==> config.mk <==
export PLATFORM = sky130hd
export DESIGN_NAME = duck_spawn_gen
export DESIGN_NICKNAME = d
export VERILOG_FILES = /design/src/rtl/duck_spawn_gen.sv
export SDC_FILE = /design/constraint.sdc
export NUM_CORES = 1
export LEC_CHECK = 0
export ABC_AREA = 1
export ABC_CLOCK_PERIOD_IN_PS = 3000
export CAP_MARGIN = 10
export CORE_ASPECT_RATIO = 1.1
export CORE_UTILIZATION = 40
export CTS_BUF_LIST = sky130_fd_sc_hd__clkbuf_8
export DETAILED_ROUTE_END_ITERATION = 6
export HOLD_SLACK_MARGIN = 0.15
export PLACE_DENSITY = 0.71
export SYNTH_ARGS = -nofsm -noshare
export SYNTH_HDL_FRONTEND = slang
export SYNTH_SLANG_ARGS = --single-unit
==> constraint.sdc <==
create_clock -name clk -period 3 [get_ports clk]
set_input_delay 0.6 -clock clk [delete_from_list [all_inputs] [get_ports clk]]
set_output_delay 0.6 -clock clk [all_outputs]
set_load 0.02 [all_outputs]
==> src/rtl/duck_spawn_gen.sv <==
// duck_spawn_gen: draws a duck spawn point (x, y), a flight direction and a
// speed from a free-running 16-bit RNG word. Each coordinate is drawn by
// rejection sampling with a bounded number of tries and a fixed fallback
// value. The result is held under a valid/ack handshake until it is taken.
//
// Optional build macro: SPAWN_STATS_EN
//   defined   -> reject_count is an 8-bit saturating count of rejected
//                candidates (fallback cycles included), cleared only by reset.
//   undefined -> reject_count is tied to 0.
module duck_spawn_gen #(
    parameter int X_MAX     = 600,  // x range 0..X_MAX-1, X_MAX <= 1024
    parameter int Y_MIN     = 40,   // lowest legal row
    parameter int Y_MAX     = 360,  // highest legal row (inclusive)
    parameter int MAX_TRIES = 8     // candidates per coordinate, 1..255
) (
    input  logic        clk,
    input  logic        reset,
    input  logic [15:0] rnd,
    input  logic        req,
    input  logic        ack,
    output logic        busy,
    output logic        valid,
    output logic [9:0]  spawn_x,
    output logic [9:0]  spawn_y,
    output logic [1:0]  spawn_dir,
    output logic [2:0]  spawn_speed,
    output logic [7:0]  reject_count
);

    typedef enum logic [2:0] {
        IDLE   = 3'd0,
        GEN_X  = 3'd1,
        GEN_Y  = 3'd2,
        GEN_DS = 3'd3,
        HOLD   = 3'd4
    } state_t;

    // 11-bit limit so that X_MAX = 1024 accepts every 10-bit candidate.
    localparam logic [10:0] X_LIMIT    = 11'(X_MAX);
    localparam logic [9:0]  X_FALLBACK = 10'(X_MAX >> 1);
    localparam logic [8:0]  Y_SPAN     = 9'(Y_MAX - Y_MIN);
    localparam logic [9:0]  Y_BASE     = 10'(Y_MIN);
    localparam logic [7:0]  LAST_TRY   = 8'(MAX_TRIES - 1);

    state_t     state;
    state_t     state_next;
    logic [7:0] try_cnt;

    logic       x_ok;
    logic       y_ok;
    logic       last_try;
    logic [2:0] speed_raw;

    // Only rnd[9:0] is ever consumed; the upper bits are deliberately ignored.
    logic       unused_rnd;
    assign unused_rnd = ^rnd[15:10];

    assign x_ok      = {1'b0, rnd[9:0]} < X_LIMIT;
    assign y_ok      = rnd[8:0] <= Y_SPAN;
    assign last_try  = (try_cnt == LAST_TRY);
    assign speed_raw = rnd[4:2];

    // Status outputs decode the registered state only, so rnd never reaches
    // an output combinationally.
    assign busy  = (state != IDLE);
    assign valid = (state == HOLD);

    // State register.
    // NOTE: clocked state uses non-blocking (<=) so every register samples the
    // pre-edge values; blocking assignments here would create order-dependent
    // simulation races.
    always_ff @(posedge clk) begin
        if (reset) state <= IDLE;
        else       state <= state_next;
    end

    // Next-state decode.
    // NOTE: state_next gets its default before the case so every path assigns
    // it; a missing assignment on any path would infer a latch.
    always_comb begin
        state_next = state;
        case (state)
            IDLE:    if (req)             state_next = GEN_X;
            GEN_X:   if (x_ok || last_try) state_next = GEN_Y;
            GEN_Y:   if (y_ok || last_try) state_next = GEN_DS;
            GEN_DS:                        state_next = HOLD;
            HOLD:    if (ack)             state_next = IDLE;
            default:                       state_next = IDLE;
        endcase
    end

    // Try counter and result registers; results are only written while
    // drawing, so they stay frozen through HOLD and the following IDLE.
    always_ff @(posedge clk) begin
        if (reset) begin
            try_cnt     <= '0;
            spawn_x     <= '0;
            spawn_y     <= '0;
            spawn_dir   <= '0;
            spawn_speed <= '0;
        end else begin
            case (state)
                IDLE: begin
                    if (req) try_cnt <= '0;
                end
                GEN_X: begin
                    if (x_ok) begin
                        spawn_x <= rnd[9:0];
                        try_cnt <= '0;
                    end else if (last_try) begin
                        spawn_x <= X_FALLBACK;
                        try_cnt <= '0;
                    end else begin
                        try_cnt <= try_cnt + 8'd1;
                    end
                end
                GEN_Y: begin
                    if (y_ok) begin
                        spawn_y <= {1'b0, rnd[8:0]} + Y_BASE;
                        try_cnt <= '0;
                    end else if (last_try) begin
                        spawn_y <= Y_BASE;
                        try_cnt <= '0;
                    end else begin
                        try_cnt <= try_cnt + 8'd1;
                    end
                end
                GEN_DS: begin
                    spawn_dir   <= rnd[1:0];
                    spawn_speed <= (speed_raw == 3'd0) ? 3'd1 : speed_raw;
                end
                default: ;
            endcase
        end
    end

`ifdef SPAWN_STATS_EN
    logic reject;
    assign reject = ((state == GEN_X) && !x_ok) || ((state == GEN_Y) && !y_ok);

    // Saturating rejection counter; survives ack, cleared only by reset.
    always_ff @(posedge clk) begin
        if (reset)                               reject_count <= '0;
        else if (reject && reject_count != 8'hFF) reject_count <= reject_count + 8'd1;
    end
`else
    assign reject_count = '0;
`endif

endmodule
==> flow_summary.json <==
{
  "status": "completed",
  "fin_skew_ns": 0.00516,
  "min_from": "spawn_y[9]",
  "drive_above_1_share_pct": 9.40,
  "grt_max_degree": 22,
  "worst_slew_pin_slew_ns": 0.561,
  "fillCellCount": 446,
  "hold_class": "register to register",
  "ir_worst_vdd_mv": 0.344,
  "numCtsBuffers": 5,
  "numPortBuffers": 40,
  "yosysWarnings": 0,
  "postCtsSetupBuffers": 0,
  "synth_area_leaders": "dfxtp_1 (40%), nand2_1 (11%), a21oi_1 (7.5%)",
  "area_delta_synth_final_pct": 30.7,
  "nets": 320,
  "globalRouteTotalUtil_pct": 18.3,
  "syn_avg_cell_area_sq_um": 7.16,
  "ys_seq_elements": 36,
  "fin_cells": 352,
  "row_count": 25,
  "clockBufferDepth": 2,
  "die_area_sq_um": 4800,
  "synth_cells": 253,
  "crit_chain": "inv_1 -> nor3_1 -> clkdlybuf4s50_1",
  "vias": 1710,
  "place_inst": 344,
  "cts.sinks": 36,
  "crit_buf_inv": 2,
  "grt_pass1_vias": 1488,
  "timing.fmax_ghz": 0.447,
  "hold_viol": 0,
  "drt_iter0_drc": 48,
  "drv_cap": 0,
  "p_per_area_nw_per_um2": 592,
  "clock_latency_ns": 0.30,
  "grt_overflow": 0,
  "final_cell_area_sq_um": 2370,
  "synth_top_cell_area_share_pct": 39.8,
  "synth_top_area_cell": "dfxtp_1",
  "cts_resized": 0,
  "boundaryPins": 55,
  "route.detailed.drc": 0,
  "path_max_fanout": 5,
  "ys.flop_type": "dfxtp_1",
  "dp_hpwl_mm": 2.94,
  "cp.required_ns": 2.40,
  "setup.worst_path.start_class": "register",
  "core_area_sq_um": 4320,
  "hold_ws_ns": 0.441,
  "clk_pin_slew_ns": 0.07,
  "rsz0062_at_grt": "no",
  "synth_edf_count": 0,
  "final_cell_mix": "nand2_1 (52), clkdlybuf4s50_1 (40), dfxtp_1 (36)",
  "die_x_microns": 66.2,
  "cts_tree": "done",
  "finalWirelength_mm": 4.05,
  "antenna_found_initial": 0,
  "wl_per_cell_microns": 11.5,
  "ant_nets": 0,
  "setup_tns_ns": 0,
  "worstReg2RegStart": "try_cnt[0]",
  "initial_utilization_pct": 42.0,
  "slew_headroom_pct": 62.4,
  "detail_route.vias_per_cell": 4.86,
  "crit_arrival_ns": 1.64,
  "grt_pass1_wl_mm": 6.68,
  "max_stage_delay_ns": 0.64,
  "cts_hold_buf": 0,
  "synth-async-reset-ratio_pct": 0,
  "maxSlewViolCount": 0,
  "finalCritPeriodShare_pct": 74.6,
  "p_leak_nw": 1.02,
  "yosysUniqueCellTypes": 32,
  "placed_area_sq_um": 2240,
  "die_y_microns": 72.6,
  "synth-seq-area-share_pct": 39.8,
  "min_period_ns": 2.24,
  "crit_family": "buffers and inverters",
  "syn_area_sq_um": 1810,
  "report.final.setup_viol": 0,
  "antenna_cells": 0,
  "worst_setup_path_end_kind": "output port",
  "crit_start": "state[2]",
  "critical_path_class": "register to output port",
  "slowest_stage": "clkdlybuf4s50_1",
  "layout_commonest_cell": "nand2_1",
  "dr.pass1.iters": 4,
  "gp_congestion": 0.795,
  "r2r_slack_ns": 1.44,
  "p_total_mw": 1.40,
  "clock-root-buffer": "clkbuf_8",
  "htree_levels": 2
}
==> state kept, by name (all words and copies together) (netlist names) <==
register	cells
spawn_x	10
try_cnt	8
spawn_speed	3
spawn_y	10
state	3
spawn_dir	2
==> worst paths after layout <==
kind                                    to  depth (start not counted)
worst max-delay path                 valid                          3
worst min-delay path            spawn_y[9]                          2
worst max register to register  spawn_y[6]                          9
worst min register to register  spawn_y[9]                          2
==> metal layers <==
metal,vias up,global-route usage (%),wire [microns]
met3,6,5.00,221
li1,886,-,-
met2,54,28.6,1820
met1,764,23.8,1940
met4,0,7.09,65
met5,-,0,0
==> kinds of logic (layout without fill, tap and decap cells) <==
kind of cell | count (synthesis) | count (layout) | synth area share, %
simple gates | 114 | 114 | 30.7
buf+inv | 48 | 86 | 11.6
compound gates | 47 | 47 | 13.7
flops | 36 | 36 | 39.8
xor+xnor | 4 | 4 | 1.93
fa+ha+maj | 3 | 3 | 2.07
other cells | 1 | 8 | 0.207
==> cells in the mapped netlist, types with 2 or more instances <==
master    count
xor2_1        3
dfxtp_1      36
ha_1          3
nor3_1        3
nor2_1       23
nand3_2       2
inv_2         3
o21ai_1       5
a21oi_1      27
nand2_1      52
nand2_2       5
nor2_4        2
nand4_1       7
nand3_1      12
nand3b_1      2
clkbuf_1      3
inv_1        34
buf_4         8
o21ai_0      10
==> cell type report <==
class                   instances  area, sq um  share of cell area [%]
clock buffers                   7         96.3                    4.07
inverters                      37          139                    5.86
multi-input cells             176          907                    38.3
repair buffers                 41          408                    17.2
flip-flops and latches         36          721                    30.4
clock inverters                 1         30.0                    1.27
well taps                      54         67.6                    2.85
==> worst min-delay path, stage by stage, from the launching register on <==
cell and delay (ns):
dfxtp_1 0.31, nand2_1 0.06, nor2_1 0.03
==> power breakdown <==
| group | switching, mW | internal (mW) | total, mW |
|---|---|---|---|
| Clock | 0.175 | 0.293 | 0.468 |
| Combinational | 0.231 | 0.151 | 0.382 |
| Sequential | 0.0313 | 0.521 | 0.553 |
| Total | 0.437 | 0.966 | 1.40 |
==> metrics by stage <==
step | utilization [%] | setup WS (ns)
floorplan | - | 1.40
global placement | 51.9 | 0.593
detailed placement | 51.9 | 0.573
CTS | 54.9 | 0.748
global route | 54.9 | 0.632
finish | 54.9 | 0.761
Note: power is estimated with default switching activity, not from simulation.
